### src/rtl/alu_seq_ctrl.sv
// alu_seq_ctrl: button-sequenced operand/opcode entry for a combinational ALU.
// The buttons are synchronised and edge-detected. The operands and the opcode are
// latched from the switches, and the result is registered onto the LEDs together
// with the valid, zero and overflow flags.
// Ports:
//   clk        system clock
//   i_rst      synchronous active-high reset
//   i_btn      [0] load/advance, [1] clear, [2] edit opcode (asynchronous level inputs)
//   i_sw_data  signed switch data (operands; the opcode is taken from the low NB_OP bits)
//   o_led      registered signed ALU result
//   o_valid    result register matches the current A/B/OP
//   o_zero     registered (o_led == 0)
//   o_ovf      registered signed overflow for ADD/SUB
//   o_state    FSM state code
module alu_seq_ctrl #(
  parameter int unsigned NB_DATA = 8,
  parameter int unsigned NB_OP   = 6,
  parameter int unsigned NB_SYNC = 2
) (
  input  logic               clk,
  input  logic               i_rst,
  input  logic [2:0]         i_btn,
  input  logic [NB_DATA-1:0] i_sw_data,
  output logic [NB_DATA-1:0] o_led,
  output logic               o_valid,
  output logic               o_zero,
  output logic               o_ovf,
  output logic [1:0]         o_state
);

  localparam logic [NB_OP-1:0] OP_ADD = NB_OP'(6'b100000);
  localparam logic [NB_OP-1:0] OP_SUB = NB_OP'(6'b100010);
  localparam logic [NB_OP-1:0] OP_AND = NB_OP'(6'b100100);
  localparam logic [NB_OP-1:0] OP_OR  = NB_OP'(6'b100101);
  localparam logic [NB_OP-1:0] OP_XOR = NB_OP'(6'b100110);
  localparam logic [NB_OP-1:0] OP_NOR = NB_OP'(6'b100111);
  localparam logic [NB_OP-1:0] OP_SRA = NB_OP'(6'b000011);
  localparam logic [NB_OP-1:0] OP_SRL = NB_OP'(6'b000010);

  typedef enum logic [1:0] {
    S_A    = 2'b00,
    S_B    = 2'b01,
    S_OP   = 2'b10,
    S_DONE = 2'b11
  } state_t;

  state_t state_q, state_d;

  logic [NB_DATA-1:0] a_q, a_d, b_q, b_d;
  logic [NB_OP-1:0]   op_q, op_d;
  logic               cap_q, cap_d;
  logic [NB_DATA-1:0] led_d;
  logic               valid_d, zero_d, ovf_d;

  // Button conditioning: synchroniser chain, then a registered rising-edge pulse
  logic [NB_SYNC-1:0] sync_q [3];
  logic [2:0]         sync_out, prev_q, pulse_q;

  always_comb begin
    sync_out = '0;
    for (int i = 0; i < 3; i++) sync_out[i] = sync_q[i][NB_SYNC-1];
  end

  always_ff @(posedge clk) begin
    if (i_rst) begin
      for (int i = 0; i < 3; i++) sync_q[i] <= '0;
      prev_q  <= '0;
      pulse_q <= '0;
    end else begin
      for (int i = 0; i < 3; i++) sync_q[i] <= {sync_q[i][NB_SYNC-2:0], i_btn[i]};
      prev_q  <= sync_out;
      pulse_q <= sync_out & ~prev_q;
    end
  end

  // Pulse priority: clear > edit > load; losing pulses are dropped
  logic clr_p, edt_p, ld_p;
  assign clr_p = pulse_q[1];
  assign edt_p = pulse_q[2] & ~pulse_q[1];
  assign ld_p  = pulse_q[0] & ~pulse_q[1] & ~pulse_q[2];

  // Combinational ALU on the latched operands
  logic [NB_DATA-1:0] alu_r, add_r, sub_r;
  logic               alu_ovf;

  assign add_r = a_q + b_q;
  assign sub_r = a_q - b_q;

  always_comb begin
    alu_r   = '0;
    alu_ovf = 1'b0;
    case (op_q)
      OP_ADD: begin
        alu_r   = add_r;
        alu_ovf = (a_q[NB_DATA-1] == b_q[NB_DATA-1]) && (add_r[NB_DATA-1] != a_q[NB_DATA-1]);
      end
      OP_SUB: begin
        alu_r   = sub_r;
        alu_ovf = (a_q[NB_DATA-1] != b_q[NB_DATA-1]) && (sub_r[NB_DATA-1] != a_q[NB_DATA-1]);
      end
      OP_AND:  alu_r = a_q & b_q;
      OP_OR:   alu_r = a_q | b_q;
      OP_XOR:  alu_r = a_q ^ b_q;
      OP_NOR:  alu_r = ~(a_q | b_q);
      // Oversized shift amounts yield sign fill / zero through the shift operators
      OP_SRA:  alu_r = NB_DATA'($signed(a_q) >>> b_q);
      OP_SRL:  alu_r = a_q >> b_q;
      default: alu_r = '0;
    endcase
  end

  // Next-state and register-update logic
  always_comb begin
    state_d = state_q;
    a_d     = a_q;
    b_d     = b_q;
    op_d    = op_q;
    cap_d   = 1'b0;
    led_d   = o_led;
    valid_d = o_valid;
    zero_d  = o_zero;
    ovf_d   = o_ovf;

    // Result capture one edge after entering S_DONE
    if (cap_q) begin
      led_d   = alu_r;
      zero_d  = (alu_r == '0);
      ovf_d   = alu_ovf;
      valid_d = 1'b1;
    end

    if (clr_p) begin
      state_d = S_A;
      a_d     = '0;
      b_d     = '0;
      op_d    = '0;
      led_d   = '0;
      valid_d = 1'b0;
      zero_d  = 1'b0;
      ovf_d   = 1'b0;
    end else if (edt_p) begin
      if (state_q == S_DONE) begin
        valid_d = 1'b0;
        state_d = S_OP;
      end
    end else if (ld_p) begin
      case (state_q)
        S_A: begin
          a_d     = i_sw_data;
          state_d = S_B;
        end
        S_B: begin
          b_d     = i_sw_data;
          state_d = S_OP;
        end
        S_OP: begin
          op_d    = i_sw_data[NB_OP-1:0];
          cap_d   = 1'b1;
          state_d = S_DONE;
        end
        default: begin
          a_d     = i_sw_data;
          valid_d = 1'b0;
          state_d = S_B;
        end
      endcase
    end
  end

  always_ff @(posedge clk) begin
    if (i_rst) begin
      state_q <= S_A;
      a_q     <= '0;
      b_q     <= '0;
      op_q    <= '0;
      cap_q   <= 1'b0;
      o_led   <= '0;
      o_valid <= 1'b0;
      o_zero  <= 1'b0;
      o_ovf   <= 1'b0;
    end else begin
      state_q <= state_d;
      a_q     <= a_d;
      b_q     <= b_d;
      op_q    <= op_d;
      cap_q   <= cap_d;
      o_led   <= led_d;
      o_valid <= valid_d;
      o_zero  <= zero_d;
      o_ovf   <= ovf_d;
    end
  end

  assign o_state = 2'(state_q);

endmodule
### config.mk
export PLATFORM = sky130hd
export DESIGN_NAME = alu_seq_ctrl
export DESIGN_NICKNAME = d
export VERILOG_FILES = /design/src/rtl/alu_seq_ctrl.sv
export SDC_FILE = /design/constraint.sdc
export NUM_CORES = 1
export LEC_CHECK = 0
export ABC_AREA = 1
export BUFFER_PORTS_ARGS = -buffer_cell sky130_fd_sc_hd__buf_2
export CAP_MARGIN = 25
export CORE_MARGIN = 3
export CORE_UTILIZATION = 55
export CTS_CLUSTER_DIAMETER = 40
export DETAILED_ROUTE_END_ITERATION = 6
export GPL_ROUTABILITY_DRIVEN = 0
export GPL_TIMING_DRIVEN = 0
export PLACE_DENSITY = 0.89
export SYNTH_ARGS = -nofsm -noshare
export SYNTH_HDL_FRONTEND = slang
export SYNTH_SLANG_ARGS = --single-unit
### constraint.sdc
create_clock -name clk -period 1.95 [get_ports clk]
set_input_delay 0 -clock clk [delete_from_list [all_inputs] [get_ports clk]]
set_output_delay 0 -clock clk [all_outputs]
set_load 0.03 [all_outputs]
Word-level counts from Yosys, hierarchy flattened

Memories as Yosys holds them, arrays and structs flattened.
Cells that the tools add are included.

Add/sub/neg operators: 2
Equal/unequal tests: 16
Shift-type cells: 2
Multiplexer cells: 18
Bitwise logic cells: 17
Reductions and logical operators: 13

Operators with widths:

| kind                                           | count |
|---|---|
| one-hot mux 8 bit (8 select lines)             | 1 |
| == test 6 bit (second input constant)          | 6 |
| == test 6 x 2 -> 1 bit (second input constant) | 2 |
| two-way mux 2 bit                              | 6 |
| two-way mux 1 bit                              | 9 |
| AND reduction 3 bit                            | 3 |
| adder 8 bit                                    | 1 |
| bitwise AND 8 bit                              | 1 |
| logical NOT 8 bit                              | 1 |
| NOT 8 bit                                      | 1 |
| OR 8 bit                                       | 1 |
| right shift 8 x 8 -> 8 bit                     | 1 |
| >>> shifter 8 x 8 -> 8 bit                     | 1 |
| subtractor 8 bit                               | 1 |
| XOR 8 bit                                      | 1 |
| NOT 1 bit                                      | 5 |
| == test 2 bit (second input constant)          | 2 |
| one-hot mux 2 bit (2 select lines)             | 1 |
| OR reduction 2 bit                             | 2 |
| OR reduction 4 bit                             | 1 |
| bitwise AND 1 bit                              | 3 |
| bitwise AND 3 bit                              | 1 |
| != test 1 bit                                  | 3 |
| NOT 3 bit                                      | 1 |
| 10 further kinds                               | 13 |

Flip-flop bits (word level): 42
RAM bits: 6
Input bits: 13
Output and inout port bits: 13
Word-level logic and storage cells: 80
Memories: 1

Memory list:

| memory | words | width | rd ports | clocked after memory_dff | write ports | RTL line | text |
|---|---|---|---|---|---|---|---|
| sync_q | 3     | 2     | 3        | 0                        | 3           | 56       | `logic [NB_SYNC-1:0] sync_q [3];` |

Depth between registers and ports, before layout

Word-level depth: 5
Gate-level depth with buffers: 17

Worst setup path before layout

Ideal clock, no wire load.

Path kind: reg-to-reg
Start point: register b_q[1]
End point: register o_zero
Library setup time: 0.066 ns
Arrival: 2.031 ns
Required time: 1.884 ns
Path slack: -0.147 ns
Cell stages (with the launch flop): 18
Buffers on the path: 2
Period minus slack after synthesis: 2.097 ns
Cell sequence: dfxtp_1 buf_4 inv_1 buf_4 ha_1 nor2_1 nand2_1 nand2_2 nand2_1 nand3_1 nand2_1 nor2_1 nand2_1 a21oi_2 nand2_1 nor2_1 nand3_1 a21oi_2

Cells in the longest elaborated chain, start to end: 4

RTL lines:

| element                                                  | RTL line | text |
|---|---|---|
| from (decl)                                              | 49       | `logic [NB_DATA-1:0] a_q, a_d, b_q, b_d;` |
| from (signal assigned)                                   | 174      | `b_q <= '0;` |
| from (signal assigned)                                   | 184      | `b_q <= b_d;` |
| branches (longest 2 deep; another with subtractor 8 bit) | n/a      |  |
| one-hot mux 8 bit (8 select lines) (*)                   | 92       | `case (op_q)` |
| logical NOT 8 bit (*)                                    | 127      | `zero_d = (alu_r == '0);` |
| to (signal assigned)                                     | 189      | `o_zero <= zero_d;` |
| to (decl)                                                | 26       | `output logic o_zero,` |

Every way passes the cells marked *.
A chain may end at the register's enable or synchronous reset.

Final worst setup path

Same ends and word-level chain as after synthesis.

==> results by group <==
Clock tree
  • TritonCTS sink count: 48
  • Worst skew pair latency: 0.30 ns
  • CTS root buf: clkbuf_8
  • Worst-case clock buffer depth: 2
  • CTS H-tree depth: 2
  • Clock transition at path regs: 0.09 ns
  • CTS Buf Count: 5
  • CTS tree: built

Yosys
  • Main combinational cell family by area after synthesis: simple AND/OR/NAND/NOR gates
  • Synth top cells by count: nand2_1 (123), inv_1 (63), nand3_1 (53)
  • Top post-synthesis cells by area: dfxtp_1 (26%), nand2_1 (13%), ha_1 (9.9%)
  • Compound-Gate Fraction of Synth Area: 0.150
  • Syn nets: 591
  • Mapped Cells: 547
  • Synth Area in Adders: 0.110
  • Register area share after synthesis: 0.263
  • Count leader, synth: nand2_1
  • Post-synth EDFFs: 0
  • Top-area cell type share of the netlist area: 0.263
  • Leading area contributor after synthesis: dfxtp_1
  • Async SR Flop Fraction: 0
  • Post-synthesis xor/xnor area fraction: 0
  • Mean Syn Cell Area: 6.68 µm²
  • Top FF cell, synth: dfxtp_1
  • Mux share of post-synthesis cell area: 0
  • Post-synthesis simple-gate area fraction: 0.365
  • Post-Syn Area: 3660 µm²
  • YS warnings: 0
  • Count of cell types in the netlist: 43
  • FF+latch count, synth: 48

Route
  • Total routed wirelength: 12.2 mm
  • DR DRC count: 2
  • Via count: 4264
  • Iter 0 DRT Violations: 575
  • Via/cell ratio: 6.22
  • DR pass1 iterations: 7
  • Per-cell routed wire length: 17.8 µm
  • Post-DRT Antenna Nets: 0

STA
  • F_max: 463 MHz
  • Layout Skew: 0.00679 ns
  • Setup-failing EPs final: 6
  • Period utilization: 1.11
  • RSZ-0062 raised after global routing: true
  • Slew headroom: 0.673
  • Hold_ws: 0.00491 ns
  • Setup WS post-layout: -0.208 ns
  • Final Slew Violations: 0
  • Min cycle time layout: 2.16 ns
  • Worst-Margin Slew: 0.490 ns
  • Final hold vios: 0

Worst setup path
  • RR Startpoint: b_q[1]$_SDFFE_PP0P_
  • Worst Setup SP: b_q[1]$_SDFFE_PP0P_
  • Startpoint types: register
  • R2R depth: 16
  • Worst path arrival time: 2.40 ns
  • CP Max Fanout: 3
  • Setup crit end kind: register
  • Worst R2R Setup Slack: -0.21 ns
  • Worst r2r dst: o_zero$_SDFFE_PP0P_
  • CP required: 2.19 ns
  • Crit Path Category: register to register

GRT
  • First-pass GRT wire length: 18.2 mm
  • Largest net degree at the start of global routing: 17
  • Total track usage: 0.301
  • Initial antenna violation count: 0
  • Gr ovfl total: 0
  • Vias in the first global route: 3882

Run status
  • Failing checks: design-rule violations, negative setup slack
  • Outcome: complete, but fails checks

Power
  • Pwr dens: 445 nW/µm²
  • Leak: 2.17 nW
  • Maximum vdd ir drop: 0.582 mV

Flow run
  • Max-cap viol count: 0

Floorplanning
  • Boundary pin count: 26
  • DIE HEIGHT: 87.5 µm
  • Die area: 7660 µm²
  • Initial core utilization: 0.572
  • Die Width: 87.5 µm
  • Rows: 29
  • Core Area: 6390 µm²

Place
  • Area post-placement: 3900 µm²
  • DPL Wire Length: 8.09 mm
  • Port Buffers: 25

Final layout
  • Area delta synth->final: 22.6%
  • Layout Nets: 651
  • Share of layout cells above drive strength 1: 0.289
  • Post-route design area: 4480 µm²
  • Antenna Cells: 0

Hold path
  • Worst hold start: i_sw_data[6]
  • Hold EP: a_q[6]$_SDFFE_PP0P_
  • Cell count of the worst hold path: 3
  • Worst hold-check path type: primary input to register
flip-flops by register name, indices dropped and copies added (netlist names):
signal / cells
sync_q: 6
a_q: 8
o_led: 8
o_ovf: 1
o_zero: 1
op_q: 6
o_state: 2
prev_q: 3
pulse_q: 3
cap_q: 1
o_valid: 1
b_q: 8
what timing repair did:
| item | in CTS | in global routing |
|---|---|---|
| setup endpoints to repair | 9 | 11 |
| gates resized for setup | 41 | 40 |
| pin swaps | 10 | 28 |
| buffers inserted | 14 | 11 |
| endpoints found under the hold margin | 6 | 0 |
| hold buffers | 4 | 0 |
routing by layer:
layer | GRT usage | vias to the layer above | share of wire
met5 | 0.0325 | - | 0
met4 | 0.201 | 0 | 0.080
met3 | 0.0470 | 106 | 0.10
met2 | 0.511 | 339 | 0.47
met1 | 0.346 | 1920 | 0.35
li1 | - | 1899 | -
kinds of logic after synthesis:
kind of cell | after synthesis
adder cells (fa/ha/maj) | 31
AO/OA/AOI/OAI | 94
AND/OR/NAND/NOR | 279
flip-flops | 48
buffers and inverters | 95
critical path: stages (launching register included):
cell	delay (ns)
dfxtp_4	0.35
buf_6	0.10
inv_2	0.05
buf_6	0.12
ha_4	0.28
nand3_1	0.13
nand2_2	0.13
nand2_1	0.06
nand3_1	0.06
nand2_1	0.09
nor2_4	0.13
nand2_2	0.07
a21oi_2	0.12
nand2_1	0.09
nor2_1	0.11
nand3_1	0.10
a21oi_2	0.12
placed cells by master, fill, tap and decap left out, types with 4 or more instances in the layout:
master,count
nand2_1,117
inv_1,51
nand3_1,51
nor2_1,46
dfxtp_1,33
o21ai_0,30
a21oi_1,29
buf_4,26
buf_2,25
ha_1,21
inv_2,19
nand4_1,16
dfxtp_4,12
nand2_2,11
nor2_2,9
a21oi_2,9
nand3_2,8
buf_6,7
ha_4,7
nor2_4,6
clkbuf_1,6
clkbuf_8,5
o21ai_2,4
o211ai_1,4
o22ai_1,4
dlygate4sd3_1,4
power breakdown:
group / leakage (nW) / total, mW / switching [mW] / internal, mW
sequential: 0.400 / 0.997 / 0.0138 / 0.983
clock: 0.0583 / 0.737 / 0.351 / 0.386
combinational: 1.71 / 0.258 / 0.161 / 0.0972
total: 2.17 / 1.99 / 0.525 / 1.47
worst max-delay path by stage:
stage	endpoint	slack (ns)	depth (start not counted)
floorplan	o_zero$_SDFFE_PP0P_	0.01	17
global placement	o_zero$_SDFFE_PP0P_	-0.31	17
detailed placement	o_zero$_SDFFE_PP0P_	-0.37	16
CTS	o_zero$_SDFFE_PP0P_	-0.14	17
global route	o_zero$_SDFFE_PP0P_	-0.35	14
finish	o_zero$_SDFFE_PP0P_	-0.21	16
final cells by class:
type	count	area, µm²
flip-flops and latches	48	1010
clock inverters	3	47.5
plain buffers	17	125
well taps	77	96.3
clock buffers	5	68.8
repair buffers	54	365
fillers	453	1910
inverters	77	313
multi-input cells	404	2450
through the flow:
step | utilization | cells | power (mW) | setup WS, ns | setup TNS, ns
after detailed placement | 0.611 | 649 | 1.24 | -0.370 | -1.78
after global routing | 0.702 | 685 | 2.06 | -0.352 | -1.49
after CTS | 0.670 | 675 | 1.97 | -0.142 | -0.146
final | 0.702 | 685 | 1.99 | -0.208 | -0.535
after global placement | 0.611 | 649 | 1.23 | -0.306 | -1.14
after floorplan | - | 547 | 1.17 | 0.0139 | 0
Power figures use the tool's default switching activity.
